[src/rtl/touch_sample_ctrl.sv]
// touch_sample_ctrl: debounces the pen, paces ADC conversion frames, drops the
// first frame after each press and averages 2^AVG_LOG2 kept frames into an
// X/Y result presented on a valid/ready handshake.
module touch_sample_ctrl #(
    parameter int SYSCLK_FRQ  = 50000000,
    parameter int DEB_CNT     = 50000,
    parameter int GAP_CNT     = 500000,
    parameter int TIMEOUT_CNT = 200000,
    parameter int AVG_LOG2    = 2
) (
    input  logic        CLK,
    input  logic        RST,
    input  logic        PENIRQ_n,
    input  logic        FRAME_DONE,
    input  logic [11:0] X_IN,
    input  logic [11:0] Y_IN,
    output logic        ADC_START_n,
    output logic        PEN_DOWN,
    output logic [11:0] X_OUT,
    output logic [11:0] Y_OUT,
    output logic        COORD_VALID,
    input  logic        COORD_READY,
    output logic        OVERRUN,
    output logic        TIMEOUT_ERR
);

    localparam int MAX_AB  = (DEB_CNT > GAP_CNT) ? DEB_CNT : GAP_CNT;
    localparam int CNT_MAX = (MAX_AB > TIMEOUT_CNT) ? MAX_AB : TIMEOUT_CNT;
    localparam int CW      = $clog2(CNT_MAX + 1);
    localparam int RW      = $clog2(DEB_CNT + 1);
    localparam int AW      = 12 + AVG_LOG2;
    localparam int FW      = AVG_LOG2 + 1;

    localparam logic [CW-1:0] DEB_LAST = CW'(DEB_CNT - 1);
    localparam logic [CW-1:0] GAP_LAST = CW'(GAP_CNT - 1);
    localparam logic [CW-1:0] TO_LAST  = CW'(TIMEOUT_CNT - 1);
    localparam logic [RW-1:0] REL_LAST = RW'(DEB_CNT - 1);
    localparam logic [FW-1:0] FRM_FULL = FW'(2 ** AVG_LOG2);

    // The clock frequency is informational only; every count is in cycles.
    if (SYSCLK_FRQ <= 0) begin : g_no_clk_frq
    end

    typedef enum logic [1:0] {IDLE, DEBOUNCE, START, GAP} state_t;

    logic              pen_meta_reg, pen_s_reg;
    state_t            state_reg, state_next;
    logic [CW-1:0]     cnt_reg, cnt_next;
    logic [RW-1:0]     rel_cnt_reg, rel_cnt_next;
    logic              discard_reg, discard_next;
    logic              adc_start_n_reg, adc_start_n_next;
    logic              pen_down_reg, pen_down_next;
    logic              timeout_err_reg;
    logic              timeout_hit, keep_sample, clear_acc, release_hit;
    logic [AW-1:0]     acc_x_reg, acc_y_reg;
    logic [FW-1:0]     frm_cnt_reg;
    logic              frm_full;
    logic [11:0]       x_out_reg, y_out_reg;
    logic              valid_reg, overrun_reg;

    // Two-flop synchronizer for the asynchronous pen interrupt (idles high).
    always_ff @(posedge CLK or posedge RST) begin
        if (RST) begin
            pen_meta_reg <= 1'b1;
            pen_s_reg    <= 1'b1;
        end else begin
            pen_meta_reg <= PENIRQ_n;
            pen_s_reg    <= pen_meta_reg;
        end
    end

    // Sequencer state, shared cycle counter and registered control outputs.
    always_ff @(posedge CLK or posedge RST) begin
        if (RST) begin
            state_reg       <= IDLE;
            cnt_reg         <= '0;
            rel_cnt_reg     <= '0;
            discard_reg     <= 1'b0;
            adc_start_n_reg <= 1'b1;
            pen_down_reg    <= 1'b0;
            timeout_err_reg <= 1'b0;
        end else begin
            state_reg       <= state_next;
            cnt_reg         <= cnt_next;
            rel_cnt_reg     <= rel_cnt_next;
            discard_reg     <= discard_next;
            adc_start_n_reg <= adc_start_n_next;
            pen_down_reg    <= pen_down_next;
            timeout_err_reg <= timeout_hit;
        end
    end

    // Next-state logic; the one counter serves debounce, timeout and gap since
    // those phases never overlap. Release and timeout outrank FRAME_DONE.
    always_comb begin
        state_next   = state_reg;
        cnt_next     = cnt_reg;
        rel_cnt_next = rel_cnt_reg;
        discard_next = discard_reg;
        timeout_hit  = 1'b0;
        keep_sample  = 1'b0;
        clear_acc    = 1'b0;
        release_hit  = pen_s_reg && (rel_cnt_reg == REL_LAST);
        case (state_reg)
            IDLE: begin
                if (!pen_s_reg) begin
                    state_next = DEBOUNCE;
                    cnt_next   = '0;
                end
            end
            DEBOUNCE: begin
                if (pen_s_reg) begin
                    state_next = IDLE;
                end else if (cnt_reg == DEB_LAST) begin
                    state_next   = START;
                    cnt_next     = '0;
                    rel_cnt_next = '0;
                    discard_next = 1'b1;
                    clear_acc    = 1'b1;
                end else begin
                    cnt_next = cnt_reg + 1'b1;
                end
            end
            START: begin
                rel_cnt_next = pen_s_reg ? rel_cnt_reg + 1'b1 : '0;
                if (release_hit) begin
                    state_next = IDLE;
                    clear_acc  = 1'b1;
                end else if (cnt_reg == TO_LAST) begin
                    state_next  = IDLE;
                    timeout_hit = 1'b1;
                    clear_acc   = 1'b1;
                end else if (FRAME_DONE) begin
                    state_next = GAP;
                    cnt_next   = '0;
                    if (discard_reg) begin
                        discard_next = 1'b0;
                    end else begin
                        keep_sample = 1'b1;
                    end
                end else begin
                    cnt_next = cnt_reg + 1'b1;
                end
            end
            GAP: begin
                rel_cnt_next = pen_s_reg ? rel_cnt_reg + 1'b1 : '0;
                if (release_hit) begin
                    state_next = IDLE;
                    clear_acc  = 1'b1;
                end else if (cnt_reg == GAP_LAST) begin
                    state_next = START;
                    cnt_next   = '0;
                end else begin
                    cnt_next = cnt_reg + 1'b1;
                end
            end
            default: state_next = IDLE;
        endcase
        pen_down_next    = (state_next == START) || (state_next == GAP);
        adc_start_n_next = (state_next != START);
    end

    assign frm_full = (frm_cnt_reg == FRM_FULL);

    // Accumulators: a full set is emptied into the output the cycle after the
    // last kept frame lands; press, release and timeout drop partial sums.
    always_ff @(posedge CLK or posedge RST) begin
        if (RST) begin
            acc_x_reg   <= '0;
            acc_y_reg   <= '0;
            frm_cnt_reg <= '0;
        end else if (frm_full || clear_acc) begin
            acc_x_reg   <= '0;
            acc_y_reg   <= '0;
            frm_cnt_reg <= '0;
        end else if (keep_sample) begin
            acc_x_reg   <= acc_x_reg + AW'(X_IN);
            acc_y_reg   <= acc_y_reg + AW'(Y_IN);
            frm_cnt_reg <= frm_cnt_reg + 1'b1;
        end
    end

    // Output register with valid/ready; independent of the sequencer so a
    // pending result survives release and timeout.
    always_ff @(posedge CLK or posedge RST) begin
        if (RST) begin
            x_out_reg   <= '0;
            y_out_reg   <= '0;
            valid_reg   <= 1'b0;
            overrun_reg <= 1'b0;
        end else begin
            overrun_reg <= frm_full && valid_reg && !COORD_READY;
            if (frm_full) begin
                x_out_reg <= acc_x_reg[AW-1:AVG_LOG2];
                y_out_reg <= acc_y_reg[AW-1:AVG_LOG2];
                valid_reg <= 1'b1;
            end else if (valid_reg && COORD_READY) begin
                valid_reg <= 1'b0;
            end
        end
    end

    assign ADC_START_n = adc_start_n_reg;
    assign PEN_DOWN    = pen_down_reg;
    assign X_OUT       = x_out_reg;
    assign Y_OUT       = y_out_reg;
    assign COORD_VALID = valid_reg;
    assign OVERRUN     = overrun_reg;
    assign TIMEOUT_ERR = timeout_err_reg;

endmodule

[config.mk]
export PLATFORM = sky130hd
export DESIGN_NAME = touch_sample_ctrl
export DESIGN_NICKNAME = d
export VERILOG_FILES = /design/src/rtl/touch_sample_ctrl.sv
export SDC_FILE = /design/constraint.sdc
export NUM_CORES = 1
export LEC_CHECK = 0
export ABC_AREA = 1
export CAP_MARGIN = 20
export CORE_UTILIZATION = 35
export DETAILED_ROUTE_END_ITERATION = 7
export SKIP_LAST_GASP = 1
export SYNTH_ARGS = -nofsm -noshare
export SYNTH_HDL_FRONTEND = slang
export SYNTH_SLANG_ARGS = --single-unit
[constraint.sdc]
create_clock -name CLK -period 3.5 [get_ports CLK]
set_input_delay 0.875 -clock CLK [delete_from_list [all_inputs] [get_ports CLK]]
set_output_delay 0.875 -clock CLK [all_outputs]
set_load 0.1 [all_outputs]
==> run summary <==
The cell sitting at the root of the clock tree is a clkbuf_16. The flow ran to the end, and the final reports show no timing, DRC or antenna violations. The post-route antenna net violation count came out at 0.

The area of the core is approximately 19000 µm². The number of buffers inserted by hold repair at cts is 0. The register bit count reported by yosys came out at 100. The number of maximum-capacitance violations is 0. The buffer depth of the longest clock path is 2. 0 antenna diodes ended up in the layout.

The worst path setup slack after routing came out at approximately 700 ps. Synthesis instantiated 42 different standard cells from the library. The clock buffer count from CTS is 9. For the final routed database, the setup TNS stands at 0 ps.

Setup repair after global routing left no endpoint under its margin. The highest net fanout along the worst path is 47. The number of setup violations in the final report is 0.

The number of vias in the routed layout is between 6000 and 7000. The synthesized cell area is 6815 µm². The classification of the worst-slack hold path is reg2reg. The horizontal die dimension came out at 141.5 µm. The data arrival at the endpoint of the critical path came out at about 3100 ps. The max-slew violation count is 0. The via count of the first global-routing pass came to 6076.

The number of levels in the clock H-tree is 3. The share of the synthesized area in compound gates (AO/OA/AOI/OAI) came out at roughly 6.1%. The post-route netlist has 8.373% of its cells at a drive strength greater than 1.

The die covers 20030 µm². Sequential elements use 36.77% of the synthesized area. The delay of the slowest cell on the worst path came out at between 800 and 900 ps. The most numerous cell type found on the critical path is nand2_1. The net count after synthesis came out at roughly 1000. The number of warnings reported in the yosys synthesis log came out at 0.

The total track usage came out at between 10% and 20%. In the routed design, unresolved DRC markers number 0. The number of cells upsized or downsized after cts came out at 0. Summed over all nets, the half-perimeter wirelength after detailed placement is between 10000 and 15000 µm. The number of I/O port buffers came out at 57. The top-level I/O count came out at a little under 60. At the end of the flow, the number of nets in the layout was 1093. Along the worst hold path, the cell count comes to 0. The detail-routed via count per cell came out at approximately 5. The worst setup timing slack at the placement stage is between 600 and 700 ps. The initial antenna violation count is 0. The xor and xnor area share after synthesis came out at 2.570%. The floorplan has 50 rows. The slowest stage of the critical path belongs to the cell nor2_4. The hold violation count in the final report came out at 0.

After Yosys synthesis, full adders, half adders and majority gates account for between 5 and 6% of the synthesized area. The fill cell total of the finished layout is ~2000. The dominant combinational cell family by area after synthesis is simple AND/OR/NAND/NOR gates. The static leakage is around 0.004 µW. After clock tree synthesis, the clock-pin slew on the worst setup and hold paths is approximately 70 ps.

The leading register cell type out of synthesis is dfrtp_1. The highest ir drop seen on vdd is 0.2599 mV. Traced cell by cell, the critical path runs through ha_1 > nand2_1 > inv_2 > nand2_1 > nor2_4 > nand4_2 > nand2_1 > nor2_4 > nand2_1 > buf_4 > a21oi_1. The share of flip-flops with an asynchronous set or reset after synthesis came out at 100.0%.

The number of flip-flops under the largest register name came out at 19. The routed design could run at a clock period as short as between 2000 and 3000 ps. The first global-routing pass estimated around 30000 µm of wire. The worst setup path is of the reg2reg kind. The highest clock rate is approximately 360 MHz. The fraction of the mapped netlist area in simple logic gates came out at 39.91%. The number of iterations in the first detailed-routing pass is 5. Entering global routing, the biggest net connects 80 pins.

The final cycle utilization of the critical path came out at 79.94%. The area added between synthesis and finish came out at 15.49%. The slew of the pin with the lowest slew margin is approximately 1100 ps. Once the clock tree was built, the setup fixing pass inserted 0 buffers.

The first routing iteration left 439 violations. The total power divided by cell area came out at 296.5 nW/µm². The length in cells of the worst reg-to-reg path came out at 11.

Clock latency on the worst-skew pair, taken at its later pin, is between 300 and 400 ps. The final clock skew is a little under 9 ps. After global routing the overflow that remains totals 0.

The worst setup path is launched from a register. A synthesized cell averages approximately 7 µm². Once the floorplan was initialized, standard cells occupied between 30% and 40% of the core. In the final routed layout, each cell accounts on average for roughly 14 µm.

TritonCTS built the clock tree. The number of enable-type register cells in the synthesized netlist came out at 0. Summed over all layers, the routed wires come to between 15000 and 20000 µm.

Multiplexer cells account for 0% of the synthesized area. The total number of clock tree sinks came out at 100. The final weighted congestion of routability-driven global placement is roughly 0.95.

The count of mapped cells out of synthesis is 981. The worst-case headroom to the max-slew limit is between 20 and 30%. The y dimension of the die is about 140 µm.

The required time reported for the critical path endpoint came out at 3780 ps. STA classifies the critical path endpoint as a register.
critical path: cells and delay by family, from the launching register on:
kind / cells / cell delay, ps
buffers and inverters: 2 / 300
adders and majority gates: 1 / 230
AOI/OAI and AO/OA: 1 / 110
DFF: 1 / 420
and+or+nand+nor: 7 / 1650
power by group:
part / switching [µW] / internal, µW
Sequential: 9.40 / 1160
Combinational: 111 / 69.9
Clock: 489 / 494
logic make-up (layout without fill, tap and decap cells):
logic type	after synthesis	after routing
AOI/OAI and AO/OA	74	74
xor gates and xnor gates	20	20
adders and majority gates	30	30
buffers and inverters	144	202
DFF	100	100
and+or+nand+nor	613	613
final timing paths:
check / start / endpoint / slack, ps
max in group asynchronous: RST / Y_OUT[8] / 1950
hold reg to reg: pen_meta_reg / pen_s_reg / 360
setup reg to reg: cnt_reg[0] / acc_x_reg[12] / 700
setup / recovery: cnt_reg[0] / acc_x_reg[12] / 700
hold / removal: pen_meta_reg / pen_s_reg / 360
min in group asynchronous: RST / rel_cnt_reg[3] / 880
through the flow:
| step | instance area (µm²) | hold slack [ps] | instances | utilization, % | power, µW |
|---|---|---|---|---|---|
| floorplan | 6815 | 345.2 | 981 | - | 1299 |
| detailed placement | 7595 | 349.9 | 1283 | 40.20 | 1375 |
| global placement | 7595 | 346.5 | 1283 | 40.20 | 1376 |
| finish | 7871 | 358.2 | 1299 | 41.66 | 2334 |
| global route | 7871 | 363.7 | 1299 | 41.66 | 2432 |
| CTS | 7871 | 360.5 | 1299 | 41.66 | 2370 |
area by class of cell:
class	count	area [µm²]	share of cell area (%)
Clock buffer	11	232.7	2.957
Tap cell	260	325.3	4.133
Timing Repair Buffer	72	623.1	7.916
Clock inverter	5	43.79	0.5564
Multi-Input combinational cell	737	3710	47.13
Sequential cell	100	2506	31.84
Inverter	114	430.4	5.468
per-layer routing:
| layer | vias up | track usage, % | wire (µm) |
|---|---|---|---|
| li1 | 3332 | - | - |
| met1 | 2983 | 25.09 | 8470 |
| met2 | 146 | 29.74 | 8202 |
| met3 | 28 | 3.274 | 734 |
| met4 | 0 | 6.735 | 344 |
| met5 | - | 0 | 0 |
cells in the mapped netlist (3+ instances only):
cell type  instances  area share [%]
dfstp_2            3             1.2
dfrtp_1           97              36
o211ai_1           5            0.55
nor3_1            12            0.88
inv_1            106             5.8
nor2_2             3            0.28
inv_2              6            0.33
ha_1              28             5.1
nand3_1           73             5.4
o31ai_1            4            0.44
or2_2              3            0.28
buf_6              7             1.2
nand3_2            3            0.44
nor2_4             4            0.66
nand3b_1           4            0.44
buf_2              7            0.51
o21ai_0           27             2.0
nor2_1            92             5.1
o21ai_1            4            0.29
nand2_1          332              18
nand4_1           81             7.4
xnor2_1            7            0.90
a21oi_1           26             1.9
clkbuf_1          13            0.72
xor2_1            13             1.7
cells in the final DEF (no fill, tap or decap), types with 9 or more instances in the layout:
cell type	Yosys	layout
nand3_1	73	73
ha_1	28	28
clkdlybuf4s50_1	0	28
o21ai_0	27	27
nand2_1	332	331
nand4_1	81	81
a21oi_1	26	26
dfrtp_1	97	97
nor2_1	92	91
inv_1	106	105
xor2_1	13	13
nor3_1	12	12
buf_4	2	43
clkbuf_16	0	9
Note: power is estimated with default switching activity, not from simulation.
